===== src/rtl/segment_sequencer.sv =====
// segment_sequencer: pops 4-byte motion records from the segment FIFO and
// plays each one out as a direction level followed by a train of timed step
// pulses. Records are only fetched when a complete record is buffered, so
// the FIFO always stays record-aligned.
module segment_sequencer #(
  parameter int WORD_SIZE    = 8,
  parameter int RECORD_WORDS = 4,
  parameter int SIZE_WIDTH   = 7,
  parameter int PULSE_WIDTH  = 8,
  parameter int DIR_SETUP    = 4
) (
  input  logic                  clk,
  input  logic                  rst_n,
  input  logic                  enable,
  input  logic                  abort,
  input  logic [SIZE_WIDTH-1:0] fifo_size,
  input  logic [WORD_SIZE-1:0]  fifo_data,
  output logic                  fifo_read_en,
  output logic                  step,
  output logic                  dir,
  output logic                  busy,
  output logic                  segment_done,
  output logic [7:0]            segments_done,
  output logic                  underrun
);

  typedef enum logic [2:0] {
    IDLE  = 3'd0,
    FETCH = 3'd1,
    LOAD  = 3'd2,
    SETUP = 3'd3,
    RUN   = 3'd4,
    DONE  = 3'd5
  } state_t;

  // Shortest legal period keeps a low phase at least as long as the pulse.
  localparam logic [15:0] MIN_PERIOD   = 16'(2 * PULSE_WIDTH);
  localparam logic [15:0] PULSE_CLKS   = 16'(PULSE_WIDTH);
  localparam logic [15:0] SETUP_LAST   = 16'(DIR_SETUP - 1);
  localparam logic [15:0] FETCH_LAST   = 16'(RECORD_WORDS);
  localparam logic [SIZE_WIDTH-1:0] RECORD_LEVEL = SIZE_WIDTH'(RECORD_WORDS);

  state_t        state_reg, state_next;
  // Shared cycle counter: read/capture slot in FETCH, wait in SETUP,
  // position within the current period in RUN.
  logic [15:0]   cnt_reg, cnt_next;
  // Periods still to play, including the one in progress.
  logic [14:0]   steps_left_reg, steps_left_next;
  logic [15:0]   period_reg, period_next;
  logic          abort_pend_reg, abort_pend_next;
  logic [31:0]   rec_reg;
  logic          capture;
  logic [1:0]    byte_idx;
  logic [15:0]   raw_period;
  logic          start_ok;

  logic          read_en_next, step_next, dir_next, busy_next, done_next;

  assign start_ok   = enable && (fifo_size >= RECORD_LEVEL);
  assign raw_period = rec_reg[31:16];
  // Read data lags the read strobe by one cycle, so capture slot n holds byte n-1.
  assign byte_idx   = cnt_reg[1:0] - 2'd1;

  // Next-state, counters and registered-output precursors.
  always_comb begin
    state_next      = state_reg;
    cnt_next        = cnt_reg;
    steps_left_next = steps_left_reg;
    period_next     = period_reg;
    abort_pend_next = abort_pend_reg;
    dir_next        = dir;
    capture         = 1'b0;

    case (state_reg)
      IDLE: begin
        if (start_ok) begin
          state_next      = FETCH;
          cnt_next        = '0;
          abort_pend_next = 1'b0;
        end
      end
      FETCH: begin
        capture = (cnt_reg != 16'd0);
        if (abort) abort_pend_next = 1'b1;
        if (cnt_reg == FETCH_LAST) begin
          // An abort seen during the fetch only takes effect once the whole
          // record has been popped, keeping the FIFO aligned.
          state_next = (abort_pend_reg || abort) ? IDLE : LOAD;
          cnt_next   = '0;
        end else begin
          cnt_next = cnt_reg + 16'd1;
        end
      end
      LOAD: begin
        dir_next        = rec_reg[15];
        steps_left_next = rec_reg[14:0];
        period_next     = (raw_period < MIN_PERIOD) ? MIN_PERIOD : raw_period;
        cnt_next        = '0;
        if (abort)                      state_next = IDLE;
        else if (rec_reg[14:0] == 15'd0) state_next = DONE;
        else                            state_next = SETUP;
      end
      SETUP: begin
        if (abort) begin
          state_next = IDLE;
        end else if (cnt_reg == SETUP_LAST) begin
          state_next = RUN;
          cnt_next   = '0;
        end else begin
          cnt_next = cnt_reg + 16'd1;
        end
      end
      RUN: begin
        if (abort) begin
          state_next = IDLE;
        end else if (cnt_reg == period_reg - 16'd1) begin
          cnt_next = '0;
          if (steps_left_reg == 15'd1) state_next = DONE;
          else                         steps_left_next = steps_left_reg - 15'd1;
        end else begin
          cnt_next = cnt_reg + 16'd1;
        end
      end
      DONE: begin
        if (start_ok) begin
          state_next      = FETCH;
          cnt_next        = '0;
          abort_pend_next = 1'b0;
        end else begin
          state_next = IDLE;
        end
      end
      default: state_next = IDLE;
    endcase

    // Outputs are derived from the next state so they register cleanly.
    read_en_next = (state_next == FETCH) && (cnt_next < FETCH_LAST);
    step_next    = (state_next == RUN) && (cnt_next < PULSE_CLKS);
    busy_next    = (state_next != IDLE);
    done_next    = (state_next == DONE);
  end

  // State, counters and registered outputs.
  always_ff @(posedge clk or negedge rst_n) begin
    if (!rst_n) begin
      state_reg      <= IDLE;
      cnt_reg        <= '0;
      steps_left_reg <= '0;
      period_reg     <= '0;
      abort_pend_reg <= 1'b0;
      fifo_read_en   <= 1'b0;
      step           <= 1'b0;
      dir            <= 1'b0;
      busy           <= 1'b0;
      segment_done   <= 1'b0;
    end else begin
      state_reg      <= state_next;
      cnt_reg        <= cnt_next;
      steps_left_reg <= steps_left_next;
      period_reg     <= period_next;
      abort_pend_reg <= abort_pend_next;
      fifo_read_en   <= read_en_next;
      step           <= step_next;
      dir            <= dir_next;
      busy           <= busy_next;
      segment_done   <= done_next;
    end
  end

  // Assemble the little-endian record one byte per capture slot.
  always_ff @(posedge clk or negedge rst_n) begin
    if (!rst_n)       rec_reg <= '0;
    else if (capture) rec_reg[8*byte_idx +: 8] <= fifo_data[7:0];
  end

  // Completed-segment counter, wraps at 256.
  always_ff @(posedge clk or negedge rst_n) begin
    if (!rst_n)                 segments_done <= '0;
    else if (state_reg == DONE) segments_done <= segments_done + 8'd1;
  end

  // Sticky starvation flag; dropping enable always wins.
  always_ff @(posedge clk or negedge rst_n) begin
    if (!rst_n)                                           underrun <= 1'b0;
    else if (!enable)                                     underrun <= 1'b0;
    else if (state_reg == DONE && fifo_size < RECORD_LEVEL) underrun <= 1'b1;
  end

endmodule


===== config.mk =====
export PLATFORM = sky130hd
export DESIGN_NAME = segment_sequencer
export DESIGN_NICKNAME = d
export VERILOG_FILES = /design/src/rtl/segment_sequencer.sv
export SDC_FILE = /design/constraint.sdc
export NUM_CORES = 1
export LEC_CHECK = 0
export CAP_MARGIN = 30
export CORE_UTILIZATION = 60
export CTS_BUF_LIST = sky130_fd_sc_hd__clkbuf_8
export DETAILED_ROUTE_END_ITERATION = 12
export PLACE_DENSITY = 0.8
export SLEW_MARGIN = 30
export SYNTH_ARGS = -nofsm -noshare
export SYNTH_HDL_FRONTEND = slang
export SYNTH_SLANG_ARGS = --single-unit

===== constraint.sdc =====
create_clock -name clk -period 6.65 [get_ports clk]
set_input_delay 1.995 -clock clk [delete_from_list [all_inputs] [get_ports clk]]
set_output_delay 1.995 -clock clk [all_outputs]
set_load 0.01 [all_outputs]

==> results of run 1 <==
==> stage by stage <==
stage / total power, W / setup WS, ps
6_report: 0.002192 / 1885
5_1_grt: 0.002341 / 1655
4_1_cts: 0.002177 / 1928
3_5_place_dp: 0.001737 / 1561
3_3_place_gp: 0.001704 / 1664
2_1_floorplan: 0.001514 / 2580
==> path summary, 6_finish.rpt <==
path                                 endpoint  slack [ps]  cells past startpoint             start
setup / recovery                         step        1890                     10             abort
hold / removal               segments_done[7]         480                      1  segments_done[7]
setup reg to reg           steps_left_reg[13]        2680                     11     period_reg[0]
hold reg to reg              segments_done[7]         480                      1  segments_done[7]
max in group asynchronous          cnt_reg[4]        3950                      2             rst_n
min in group asynchronous         cnt_reg[12]        1660                      1             rst_n
==> worst max-delay path: stages <==
cell and delay (ps):
clkdlybuf4s50_1 630, nand2b_1 170, o311ai_0 170, a221o_1 660
o21bai_1 300, a221oi_1 300, nand4_1 150, a211oi_2 210
nand3b_1 150, nor4_2 270
==> power groups by stage <==
stage | Sequential (W) | Combinational (W) | Clock (W)
final | 0.000925 | 0.000825 | 0.000441
after global routing | 0.000945 | 0.000931 | 0.000465
after CTS | 0.000918 | 0.000817 | 0.000442
after detailed placement | 0.000928 | 0.000809 | 0
after global placement | 0.000919 | 0.000786 | 0
after floorplan | 0.000851 | 0.000663 | 0
==> synth_stat cells, types with 4 or more instances <==
cell	n
inv_1	19
or3_1	7
a31oi_1	6
nand2_1	148
clkbuf_1	33
a21o_1	5
a21oi_1	41
nand3_1	29
nand4_1	13
ha_1	10
o21ai_1	19
o21ai_0	50
nor4_1	19
and3_1	4
xnor2_1	24
buf_2	4
nor2b_1	4
nand3b_1	4
xor2_1	8
a22o_1	4
a22oi_1	5
nor2_1	60
nand2b_1	6
dfrtp_1	97
o22ai_1	9
nor3_1	21
==> cell type report <==
| type | instances | area, µm² | area share, % |
|---|---|---|---|
| clock buffers | 10 | 137.6 | 2.165 |
| clock inverters | 6 | 90.09 | 1.417 |
| inverters | 21 | 78.83 | 1.240 |
| multi-input cells | 561 | 3148 | 49.53 |
| flip-flops and latches | 97 | 2427 | 38.19 |
| well taps | 129 | 161.4 | 2.539 |
| repair buffers | 32 | 312.8 | 4.921 |
==> cells by family (layout without fill, tap and decap cells) <==
logic type / count (synthesis) / in the layout / share of synthesized area (%)
mux: 5 / 5 / 0.9044
buf+inv: 63 / 69 / 4.414
simple gates: 339 / 339 / 27.61
flops: 97 / 97 / 41.77
xor+xnor: 32 / 32 / 4.823
compound gates: 175 / 175 / 18.33
fa+ha+maj: 10 / 10 / 2.153
==> layer usage <==
| metal | share of wire, % | global-route usage [%] | routed length, µm |
|---|---|---|---|
| met1 | 43 | 40.99 | 6250 |
| met3 | 5.4 | 3.064 | 792 |
| met5 | 0 | 0 | 0 |
| met2 | 49 | 51.11 | 7101 |
| met4 | 3.0 | 13.15 | 443 |
==> out/metrics.cfg, run 1 <==
[yosys]
ys_ff_latch = 97
synth_area_per_cell_um2 = 8.059
synth_top_area_cell = dfrtp_1
ys.flop_type = dfrtp_1
synth_area_leaders = dfrtp_1 42%, nand2_1 9.6%, o21ai_0 4.3%, nor2_1 3.9%, xnor2_1 3.6%
synth_cell_types = 66
syn_area_um2 = 5811
yosysWarnings = 0
async_reset_ff_share_pct = 100.0
synth_edf_count = 0
syn_inst = 721
syn_nets = 750
synth_top_area_share_pct = 41.77
ys_seq_area_share_pct = 41.77

[worst_setup_path]
crit_type = in2reg
cp-start-kind = input pin
crit_fanout = 26
cp-end-kind = flip-flop
required_ps = 6910
critical_path_arrival_ps = 5020

[sta]
setup_viol = 0
period_needed_ps = 4765
final_hold_viol_count = 0
achievable-frequency_ghz = 0.2099
slew_headroom_pct = 37.14
worstMarginPinSlew_ps = 937.3
maxSlewViolCount = 0
period_share_pct = 71.65
setup-tns-final_ps = 0
rsz0062_at_grt = no
whs_ps = 477.4
finClkSkew_ps = 16.15

[clocking]
clkSlewWorstSetupHoldPaths_ps = 110
cts_buffer_depth = 2
ctsResizeCount = 0
cts_setup_buffers = 0
cts-root-buf = clkbuf_8
htree_levels = 3
clock_sinks = 97
clk_latency_ps = 370
cts_buffers = 9
cts_tree = built
holdBufCountCts = 0

[placement]
placed_area_um2 = 6117
io_buffers = 30
hpwlAfterDp_um = 10340
place.gp.congestion = 0.9131
placed_cells = 840

[die]
die_h_um = 100.4
initial_core_util_pct = 62.29
die_x_um = 100.4
dieArea_um2 = 10080
rows = 35
io_pins = 33
core_um2 = 9328

[grt]
grt_max_degree = 59
grt_pass1_vias = 5097
antenna_found_initial = 0
grt_pass1_wl_um = 24320
grt.total_usage_pct = 30.69
grt_overflow = 0

[outcome]
status = complete, no violations

[routing]
first_iter_violations = 335
vias = 5356
final_antenna_net_count = 0
wl_um = 14590
routedWlPerCell_um = 17.04
drt-pass1-iter-count = 5
via_per_inst = 6.257
drc_errors = 0

[finish]
fin_util_pct = 68.14
final_common_cell = nand2_1
largest_reg_flops = 32
final_cell_mix = 148 x nand2_1, 97 x dfrtp_1, 60 x nor2_1, 50 x o21ai_0, 41 x a21oi_1
fin_cells = 856
fill_cells = 771
final_cell_area_um2 = 6356
antenna_cells = 0
drive_above_1_share_pct = 4.952
final_nets = 751
syn2layout_area_growth_pct = 9.389

[flow_run]
drv_cap = 0

[power_and_ir_drop]
switchingPower_w = 0.0009059
pwr-share-clk_pct = 20.1
ir_drop_uv = 202.6
intPower_w = 0.001286
swShare_pct = 41.33
power_density_nw_per_um2 = 344.8
seqPwrFrac_pct = 42.2
p_comb_share_pct = 37.7
cellLeakagePower_nw = 2.618

[worst_hold_path]
hp-class = reg2reg

Power figures use the tool's default switching activity.
==> inputs of run 2 (changes only) <==
clock period = 4.74 ns   (was 6.65 ns; I/O delays follow)
==> out/metrics.cfg, run 2 (synthesis gave the netlist of run 1 again) <==
[outcome]
status = complete, no violations

[power_and_ir_drop]
pwr-share-clk_pct = 19.9  ; -0.2 points
cellLeakagePower_nw = 2.640  ; +0.84%
ir_drop_uv = 382.4  ; +89%
switchingPower_w = 0.001270  ; +40%
p_comb_share_pct = 37.9  ; +0.2 points
power_density_nw_per_um2 = 481.6  ; +40%
intPower_w = 0.001807  ; +41%
swShare_pct = 41.27  ; -0.057 points
seqPwrFrac_pct = 42.1  ; about the same

[clocking]
cts_tree = built
cts-root-buf = clkbuf_8
holdBufCountCts = 0  ; unchanged
clk_latency_ps = 370  ; about the same
cts_buffer_depth = 2  ; unchanged
clock_sinks = 97  ; unchanged
htree_levels = 3  ; unchanged
cts_setup_buffers = 0  ; unchanged
ctsResizeCount = 0  ; unchanged
clkSlewWorstSetupHoldPaths_ps = 100  ; about the same
cts_buffers = 9  ; unchanged

[sta]
rsz0062_at_grt = no
final_hold_viol_count = 0  ; unchanged
worstMarginPinSlew_ps = 821.0  ; -116.2 ps
setup_viol = 0  ; unchanged
slew_headroom_pct = 44.76  ; +7.6 points
fin_ws_ps = 791.5  ; -1094 ps
maxSlewViolCount = 0  ; unchanged
period_share_pct = 83.30
achievable-frequency_ghz = 0.2533
setup-tns-final_ps = 0  ; unchanged
finClkSkew_ps = 14.65  ; -1.497 ps
period_needed_ps = 3948

[finish]
final_cell_mix = 148 x nand2_1, 97 x dfrtp_1, 60 x nor2_1, 50 x o21ai_0, 41 x a21oi_1
multi_input_area_um2 = 3143  ; -0.16%
final_nets = 756  ; +0.67%
final_common_cell = nand2_1
largest_reg_flops = 32  ; unchanged
syn2layout_area_growth_pct = 9.970
antenna_cells = 0  ; unchanged
fill_cells = 769  ; -0.26%
seq_area_um2 = 2427  ; unchanged
drive_above_1_share_pct = 5.464  ; +0.51 points

[placement]
io_buffers = 30  ; unchanged
hpwlAfterDp_um = 10420  ; +0.78%
place.gp.congestion = 0.8938  ; -2.1%
pre_cts_ws_ps = 435.8  ; -1125 ps

[worst_setup_path]
crit_fanout = 21  ; -19%
crit_type = in2reg
regToRegSetupSlack_ps = 880  ; -1800 ps
required_ps = 4980  ; -1930 ps
max_stage_delay_ps = 700  ; +40 ps
cp-start-kind = input pin
cp_cell_sequence = clkdlybuf4s50_1 -> or3_1 -> o21ai_1 -> a221o_1 -> o21ai_0 -> o21bai_1 -> a211oi_2 -> nand3b_1 -> nor4_2
critical_path_arrival_ps = 4190  ; -830 ps
slowest_stage = a221o_1
cp-end-kind = flip-flop

[flow_run]
drv_cap = 0  ; unchanged

[die]
dieArea_um2 = 10080  ; unchanged
rows = 35  ; unchanged
core_um2 = 9328  ; unchanged
initial_core_util_pct = 62.29  ; unchanged
die_x_um = 100.4  ; unchanged
die_h_um = 100.4  ; unchanged
io_pins = 33  ; unchanged

[grt]
grt_max_degree = 41  ; -31%
grt.total_usage_pct = 30.06  ; -0.64 points
grt_overflow = 0  ; unchanged
antenna_found_initial = 0  ; unchanged
grt_pass1_vias = 5003  ; -1.8%
grt_pass1_wl_um = 23870  ; -1.8%

[routing]
routedWlPerCell_um = 16.67  ; -2.2%
first_iter_violations = 321  ; -4.2%
drt-pass1-iter-count = 5  ; unchanged
vias = 5418  ; +1.2%
final_antenna_net_count = 0  ; unchanged
wl_um = 14350  ; -1.6%
via_per_inst = 6.293  ; +0.57%
drc_errors = 0  ; unchanged

[worst_hold_path]
hp-class = reg2reg

run 2: path summary, 6_finish.rpt:
check / start / end / cells past startpoint
worst max-delay path: fifo_size[4] / fifo_read_en / 9
worst min-delay path: segments_done[7] / segments_done[7] / 1
worst max register to register: period_reg[0] / fifo_read_en / 11
worst min register to register: segments_done[7] / segments_done[7] / 1
max in group asynchronous: rst_n / steps_left_reg[11] / 2
min in group asynchronous: rst_n / cnt_reg[10] / 1
run 2: layout make-up:
| class | count | share of cell area, % |
|---|---|---|
| Multi-Input combinational cell | 561 | 49.19 |
| Sequential cell | 97 | 37.99 |
| Timing Repair Buffer | 37 | 5.483 |
| Tap cell | 129 | 2.526 |
| Clock buffer | 10 | 2.154 |
| Clock inverter | 6 | 1.429 |
| Inverter | 21 | 1.234 |
run 2: layer usage:
layer | share of wire, % | up-vias | GRT usage (%)
li1 | - | 2562 | -
met1 | 43 | 2624 | 40.55
met2 | 48 | 201 | 49.68
met3 | 6.4 | 31 | 4.596
met4 | 2.0 | 0 | 10.26
met5 | 0 | - | 0
run 2: power by group through the flow:
stage	Sequential (W)	Clock [W]	Combinational, W
global placement	0.00129	0	0.00111
finish	0.00130	0.000614	0.00117
detailed placement	0.00130	0	0.00115
CTS	0.00129	0.000624	0.00115
floorplan	0.00119	0	0.000930
global route	0.00132	0.000658	0.00131
run 2: per-stage QoR:
step	total power [W]	util (%)	hold slack [ps]	cells	instance area, µm²
after global placement	0.002397	65.98	460.5	845	6155
after global routing	0.003292	68.50	495.6	861	6390
final	0.003078	68.50	477.1	861	6390
after CTS	0.003064	68.50	485.2	861	6390
after detailed placement	0.002449	66.05	466.3	845	6161
after floorplan	0.002124	-	438.6	721	5811
run 2: worst max-delay path, delay by kind of cell:
| family | cells | cell delay (ps) |
|---|---|---|
| AO/OA/AOI/OAI | 5 | 1730 |
| buffers and inverters | 1 | 390 |
| AND/OR/NAND/NOR | 3 | 650 |
